<file path="src/rtl/mem_scan_pkg.sv">
// rtl/mem_scan_pkg.sv - shared state encoding, sizes and init pattern for the memory scan sequencer
package mem_scan_pkg;

  typedef enum logic [1:0] {
    ST_IDLE  = 2'd0,
    ST_INIT  = 2'd1,
    ST_SCAN  = 2'd2,
    ST_PAUSE = 2'd3
  } scan_state_e;

  localparam int NUM_WORDS = 64;
  localparam int NUM_BYTES = 4;

  // Byte k of the identity word carries its own lane number above the word address.
  function automatic logic [31:0] init_word(input logic [5:0] addr, input logic [31:0] seed);
    logic [31:0] w;
    w = '0;
    for (int k = 0; k < NUM_BYTES; k++) begin
      w[8*k +: 8] = {2'(k), addr};
    end
    return w ^ seed;
  endfunction

endpackage

</file>
<file path="src/rtl/mem_scan_pos.sv">
// rtl/mem_scan_pos.sv - (word address, byte select) position counter, byte-minor order
module mem_scan_pos #(
  parameter int ADDR_W = 6
) (
  input  logic              clk,
  input  logic              rst_n,
  input  logic              clear,
  input  logic              adv_byte,
  input  logic              adv_word,
  output logic [ADDR_W-1:0] addr,
  output logic [1:0]        cs,
  output logic              last_pos
);

  always_ff @(posedge clk or negedge rst_n) begin
    if (!rst_n) begin
      addr <= '0;
      cs   <= '0;
    end else if (clear) begin
      addr <= '0;
      cs   <= '0;
    end else if (adv_word) begin
      addr <= addr + 1'b1;
      cs   <= '0;
    end else if (adv_byte) begin
      // The CS carry rolls straight into the word address.
      {addr, cs} <= {addr, cs} + 1'b1;
    end
  end

  assign last_pos = (&addr) & (&cs);

endmodule

</file>
<file path="src/rtl/mem_scan_ctrl.sv">
// rtl/mem_scan_ctrl.sv - scan sequencer top; optional memory pre-fill under MEM_SCAN_INIT_EN
import mem_scan_pkg::*;

module mem_scan_ctrl #(
  parameter int          ADDR_W       = 6,
  parameter int          DATA_W       = 32,
  parameter int          DWELL_CYCLES = 4,
  parameter logic [31:0] INIT_SEED    = 32'h0000_0000
) (
  input  logic              Clk,
  input  logic              Rst_n,
  input  logic              Start,
  input  logic              Init_Req,
  input  logic              Pause,
  input  logic              Step,
  output logic [ADDR_W-1:0] Mem_Addr,
  output logic [1:0]        CS,
  output logic              Mem_Write,
  output logic [DATA_W-1:0] Mem_Wdata,
  output logic              Busy,
  output logic              Done
);

  localparam int CNT_W = (DWELL_CYCLES > 1) ? $clog2(DWELL_CYCLES) : 1;
  localparam logic [CNT_W-1:0] CNT_LAST = CNT_W'(DWELL_CYCLES - 1);

  scan_state_e      state_q, state_d;
  logic [CNT_W-1:0] cnt_q, cnt_d;
  logic             clr, adv_byte, adv_word, last_pos, done_d;

  mem_scan_pos #(.ADDR_W(ADDR_W)) u_pos (
    .clk      (Clk),
    .rst_n    (Rst_n),
    .clear    (clr),
    .adv_byte (adv_byte),
    .adv_word (adv_word),
    .addr     (Mem_Addr),
    .cs       (CS),
    .last_pos (last_pos)
  );

  always_comb begin
    state_d  = state_q;
    cnt_d    = cnt_q;
    clr      = 1'b0;
    adv_byte = 1'b0;
    adv_word = 1'b0;
    done_d   = 1'b0;
    case (state_q)
      ST_IDLE: begin
        if (Start) begin
          clr   = 1'b1;
          cnt_d = '0;
`ifdef MEM_SCAN_INIT_EN
          state_d = Init_Req ? ST_INIT : ST_SCAN;
`else
          state_d = ST_SCAN;
`endif
        end
      end
`ifdef MEM_SCAN_INIT_EN
      ST_INIT: begin
        if (&Mem_Addr) begin
          clr     = 1'b1;
          state_d = ST_SCAN;
        end else begin
          adv_word = 1'b1;
        end
      end
`endif
      ST_SCAN: begin
        // Pause takes priority over a dwell expiry in the same cycle.
        if (Pause) begin
          state_d = ST_PAUSE;
        end else if (cnt_q == CNT_LAST) begin
          cnt_d = '0;
          if (last_pos) begin
            done_d  = 1'b1;
            clr     = 1'b1;
            state_d = ST_IDLE;
          end else begin
            adv_byte = 1'b1;
          end
        end else begin
          cnt_d = cnt_q + 1'b1;
        end
      end
      ST_PAUSE: begin
        if (Step) begin
          cnt_d = '0;
          if (last_pos) begin
            done_d  = 1'b1;
            clr     = 1'b1;
            state_d = ST_IDLE;
          end else begin
            adv_byte = 1'b1;
            if (!Pause) state_d = ST_SCAN;
          end
        end else if (!Pause) begin
          state_d = ST_SCAN;
        end
      end
      default: state_d = ST_IDLE;
    endcase
  end

  always_ff @(posedge Clk or negedge Rst_n) begin
    if (!Rst_n) begin
      state_q <= ST_IDLE;
      cnt_q   <= '0;
      Busy    <= 1'b0;
      Done    <= 1'b0;
    end else begin
      state_q <= state_d;
      cnt_q   <= cnt_d;
      Busy    <= (state_d != ST_IDLE);
      Done    <= done_d;
    end
  end

`ifdef MEM_SCAN_INIT_EN
  logic [ADDR_W-1:0] wr_addr_d;

  // Write data is registered alongside the address it belongs to.
  assign wr_addr_d = (state_q == ST_INIT) ? Mem_Addr + 1'b1 : '0;

  always_ff @(posedge Clk or negedge Rst_n) begin
    if (!Rst_n) begin
      Mem_Write <= 1'b0;
      Mem_Wdata <= '0;
    end else begin
      Mem_Write <= (state_d == ST_INIT);
      Mem_Wdata <= (state_d == ST_INIT) ? DATA_W'(init_word(6'(wr_addr_d), INIT_SEED)) : '0;
    end
  end
`else
  logic unused_init;

  assign unused_init = Init_Req ^ (^INIT_SEED);
  assign Mem_Write   = 1'b0;
  assign Mem_Wdata   = '0;
`endif

endmodule

</file>
<file path="config.mk">
export PLATFORM = sky130hd
export DESIGN_NAME = mem_scan_ctrl
export DESIGN_NICKNAME = d
export VERILOG_FILES = /design/src/rtl/mem_scan_pkg.sv /design/src/rtl/mem_scan_pos.sv /design/src/rtl/mem_scan_ctrl.sv
export SDC_FILE = /design/constraint.sdc
export NUM_CORES = 1
export LEC_CHECK = 0
export CAP_MARGIN = 20
export CORE_MARGIN = 2
export CORE_UTILIZATION = 36
export CTS_BUF_LIST = sky130_fd_sc_hd__clkbuf_16
export DETAILED_ROUTE_END_ITERATION = 10
export PLACE_DENSITY_LB_ADDON = 0.3
export SYNTH_ARGS = -nofsm -noshare
export SYNTH_HDL_FRONTEND = slang
export SYNTH_HIERARCHICAL = 1
export SYNTH_SLANG_ARGS = --single-unit
</file>
<file path="constraint.sdc">
create_clock -name Clk -period 2.2 [get_ports Clk]
set_input_delay 0.33 -clock Clk [delete_from_list [all_inputs] [get_ports Clk]]
set_output_delay 0.33 -clock Clk [all_outputs]
set_load 0.01 [all_outputs]
</file>
**Word-level counts from Yosys, hierarchy flattened**

Index checks and enable logic that the tools add are counted.

- Add/sub/neg operators: 2
- $mul: 0
- Divide/modulo/power cells: 0
- Order comparisons: 0
- Equality and inequality tests: 6
- Shifts and indexed selects: 0
- Muxes and demuxes: 29
- Bitwise gates (word level): 1
- Reductions and logical operators: 7

Operators by type and width:

| kind | number |
|---|---|
| $mux 2 | 13 |
| $mux 6 | 2 |
| $pmux 2 s3 | 2 |
| $mux 1 | 9 |
| $add 8x1->8 const B | 1 |
| $eq 2x2->1 const B | 3 |
| $ne 2x2->1 const B | 3 |
| $reduce_and 6->1 | 1 |
| $pmux 1 s2 | 2 |
| $reduce_and 4->1 | 1 |
| $reduce_bool 2->1 | 2 |
| $pmux 1 s3 | 1 |
| $reduce_bool 3->1 | 1 |
| $add 2x1->2 const B | 1 |
| $logic_not 2->1 | 1 |
| $reduce_and 2->1 | 1 |
| $and 1x1->1 | 1 |

- Flip-flop bits (word level): 14
- Latch bits: 0
- Bits in writable memories: 0
- ROM bits: 0
- Input port bits: 6
- Output and inout port bits: 43
- Logic and storage cells: 51
- Memories: 0

**Depth between registers and ports, before layout**

- Depth in word-level cells: 8
- Depth in mapped cells: 8
- Mapped depth without buffers: 7

**Modules after synthesis**

Netlist, hierarchy kept.

By module, submodules not included:

| module | times used | cells an instance | area an instance (um2) | sequential area each (um2) |
|---|---|---|---|---|
| mem_scan_ctrl | 1 | 66 | 569.3 | 150.1 |
| mem_scan_pos | 1 | 43 | 416.6 | 200.2 |

**Worst setup path after synthesis**

No wires, ideal clock.

- Path kind: reg-to-reg
- Start point: register u_pos.addr[0]
- End point: register u_pos.addr[5]
- Setup time: 78 ps
- Arrival: 2123 ps
- Required time: 2122 ps
- Slack: -1 ps
- Cell stages (with the launch flop): 8
- Buffers on the path: 0
- Clock period less this slack: 2201 ps
- Path through: dfrtp_1 -> ha_1 -> nand3_1 -> nor2_1 -> nor3b_1 -> a31oi_1 -> or4_1 -> a21oi_1

- Word-level cells in the longest chain between the ends: 7
- Elaborated cells between the ends (all ways): 16
- Classes of those cells: add/sub (1); mux (12); bitwise (1); reduce/logical (2)

Ends and longest elaborated chain:

| item | line | source |
|---|---|---|
| from (decl) | mem_scan_pos.sv:10 | `output logic [ADDR_W-1:0] addr,` |
| from (signal assigned) | mem_scan_pos.sv:23 | `addr <= addr + 1'b1;` |
| from (signal assigned) | mem_scan_pos.sv:27 | `{addr, cs} <= {addr, cs} + 1'b1;` |
| $reduce_and 6->1 (*) | mem_scan_pos.sv:31 | `assign last_pos = (&addr) & (&cs);` |
| $and 1x1->1 (*) | mem_scan_pos.sv:31 |  |
| named net last_pos | mem_scan_ctrl.sv:29 | `logic clr, adv_byte, adv_word, last_pos, done_d;` |
| $mux 1 (*) | mem_scan_ctrl.sv:77, mem_scan_ctrl.sv:91 |  |
| $mux 1 | mem_scan_ctrl.sv:75 | `end else if (cnt_q == CNT_LAST) begin` |
| $mux 1 | mem_scan_ctrl.sv:73 | `if (Pause) begin` |
| $pmux 1 s2 (*) | mem_scan_ctrl.sv:49 | `case (state_q)` |
| named net adv_byte | mem_scan_ctrl.sv:29 |  |
| $reduce_bool 2->1 (no source line) (*) | - |  |

The timed path passes the listed nets; every way through them passes the cells marked *. The select of a mux whose other input is x is not followed.
A chain may end at the register's enable or synchronous reset.

**Worst setup path after layout**

- Start point: register u_pos.addr[1]
- End point: register u_pos.addr[5]

Same word-level chain as after synthesis.

==> qor.yml <==
slew_violations: 0
cts-root-buf: "clkbuf_16"
powerDensity_nw_per_um2: 997
insertedDiodeCount: 0
min_period_ns: 2.01
drc: 0
crit-reg2reg-launch: "u_pos/addr[1]$_DFFE_PN0P_"
drt_first_iter_violations: 10
path_max_fanout: 5
synth_common_cells: "33 x buf_4, 14 x dfrtp_1, 7 x a21oi_1"
initial_core_util: 0.387
dr_total_vias: 716
antenna_left: 0
synth_warnings: 6
clk_pin_slew_ns: 0.05
grt_overflow_total: 0
synth_top_area_share: 0.355
status: "finished, final reports clean"
fin_util: 0.460
fin_area_um2: 1170
grt_antenna_before_repair: 0
htree_levels: 1
area_growth_syn_to_layout_pct: 18.8
first_pass_iters: 2
r2r-end: "u_pos/addr[5]$_DFFE_PN0P_"
synth.area.top_cells: "dfrtp_1 36%, buf_4 25%, ha_1 3.8%"
coreArea_um2: 2540
postCtsSetupBuffers: 0
synth_edf_count: 0
setup_tns_ns: 0
crit_family: "simple AND/OR/NAND/NOR gates"
syn_avg_cell_area_um2: 9.05
synth_ff_type: "dfrtp_1"
gp_congestion: 0.743
cp_num_buf_inv: 0
postCtsHoldBufs: 0
peakVddDrop_mv: 0.645
layout-drive-gt1-share: 0.104
synth_cell_type_count: 35
finClkSkew_ns: 0.00476
criticalPathCategory: "reg2reg"
portBuffers: 14
cts_buffers: 3
yosysSeqAreaShare: 0.355
worstMarginPinSlew_ns: 0.617
cp_slowest_cell: "or4_1"
dieHeight_um: 56.3
relSlewSlack: 0.588
grt_usage: 0.102
clk_latency_ns: 0.24
dpl_cell_area_um2: 1090
end_kind: "flop"
syn_inst: 109
grt_setup_unrepaired: "false"
synth.most_common_cell: "buf_4"
routed_wl_um: 1650
fin_crit_sh: 0.912
cp-start-kind: "flop"
p_leak_uw: 0.000539
via_per_inst: 4.34
synthArstFlopShare: 1.00
cts_buffer_depth: 2
crit_required_ns: 2.36
layout.nets: 145
yosysTopAreaCell: "dfrtp_1"
cts_resized: 0
numClockSinks: 14
dpl.hpwl_um: 1290
rows: 18
die_w_um: 56.3
r2r_cells: 7
die_area_um2: 3170
syn_area_um2: 986
hold_class: "in2async"
max_stage_delay_ns: 0.48
worstPathCellList: "ha_1 > nand3_1 > nor2_1 > nor3b_2 > a31oi_1 > or4_1 > a21oi_1"
fmax_ghz: 0.499
synth_seq_cells: 14
drv_cap: 0
ff2ff_setup_slack_ns: 0.19
wl_per_cell_um: 9.97
grt_pass1_wl_um: 2510
io_pins: 49
finalPower_uw: 1170
arrival_ns: 2.17
setup_viol: 0
grt_pass1_vias: 591
cts_tree: "built"
grt_max_degree: 15
final_hold_viol_count: 0
[placed cells by master (no fill, tap or decap)]
| master | count |
|---|---|
| a21boi_1 | 2 |
| a21oi_1 | 7 |
| a21oi_2 | 1 |
| a31o_1 | 1 |
| a31oi_1 | 3 |
| and2_4 | 1 |
| buf_4 | 5 |
| clkbuf_16 | 3 |
| clkdlybuf4s50_1 | 14 |
| clkinv_1 | 1 |
| conb_1 | 39 |
| dfrtp_1 | 14 |
| ha_1 | 3 |
| inv_1 | 4 |
| mux2i_1 | 1 |
| nand2_1 | 4 |
| nand2b_1 | 1 |
| nand2b_2 | 1 |
| nand3_1 | 4 |
| nand4_1 | 1 |
| nor2_1 | 3 |
| nor2_2 | 1 |
| nor2b_1 | 2 |
| nor3_1 | 2 |
| nor3b_2 | 1 |
| o211ai_1 | 2 |
| o21a_1 | 1 |
| o21ai_0 | 2 |
| o21ai_1 | 1 |
| o22ai_1 | 1 |
| o31ai_1 | 2 |
| or3_1 | 1 |
| or3_2 | 1 |
| or4_1 | 2 |
| xnor2_1 | 2 |
| xor2_1 | 1 |
[where the power goes]
part / internal (uW) / total [uW] / switching (uW)
Sequential: 333 / 412 / 78.4
Clock: 240 / 340 / 100
Combinational: 216 / 416 / 200
Total: 789 / 1170 / 378
[sequential cells by signal, summed over array words and instances, names as in the netlist]
name and count:
Done 1, cnt_q 2, u_pos/addr 6, state_q 2, u_pos/cs 2, Busy 1
[kinds of logic after synthesis]
logic type	after synthesis	synth area share
buffers and inverters	39	0.275
AND/OR/NAND/NOR	25	0.143
AO/OA/AOI/OAI	23	0.147
flip-flops	14	0.355
adder cells (fa/ha/maj)	3	0.0381
XOR/XNOR	3	0.0267
other	1	0.00380
multiplexers	1	0.0102
[worst register-to-register path, stage by stage (launching register included)]
cell and delay [ns]:
dfrtp_1 0.43, ha_1 0.23, nand3_1 0.08, nor2_1 0.10
nor3b_2 0.29, a31oi_1 0.17, or4_1 0.48, a21oi_1 0.15
[through the flow]
| stage | std cells | hold WS, ns | setup WS [ns] |
|---|---|---|---|
| after floorplan | 147 | 0.0344 | 0.195 |
| after global placement | 161 | 0.480 | 0.0754 |
| after detailed placement | 161 | 0.490 | 0.0559 |
| after CTS | 165 | 0.496 | 0.215 |
| after global routing | 165 | 0.548 | 0.0107 |
| final | 165 | 0.477 | 0.194 |
[cell type report]
type	instances	area, um2
timing repair buffer	19	178
tap	30	37.5
multi-input combinational	94	512
sequential	14	350
clock inverter	1	3.75
fill	252	1370
inverter	4	15.0
clock buffer	3	75.1
[per-layer routing]
layer	vias up	wire, um	global-route usage
met2	26	842	0.173
met5	-	0	0
met4	0	42	0.0714
met1	329	683	0.114
met3	4	76	0.0207
li1	357	-	-
[worst max-delay path by stage]
stage,from,endpoint,slack (ns),depth (start not counted)
after global placement,Pause,u_pos/addr[5]$_DFFE_PN0P_,0.08,7
after global routing,u_pos/addr[1]$_DFFE_PN0P_,u_pos/addr[0]$_DFFE_PN0P_,0.01,8
after floorplan,u_pos/addr[0]$_DFFE_PN0P_,u_pos/addr[5]$_DFFE_PN0P_,0.19,7
final,u_pos/addr[1]$_DFFE_PN0P_,u_pos/addr[5]$_DFFE_PN0P_,0.19,7
after CTS,u_pos/addr[1]$_DFFE_PN0P_,u_pos/addr[0]$_DFFE_PN0P_,0.22,8
after detailed placement,Pause,u_pos/addr[3]$_DFFE_PN0P_,0.06,7
Note: power is estimated with default switching activity, not from simulation.
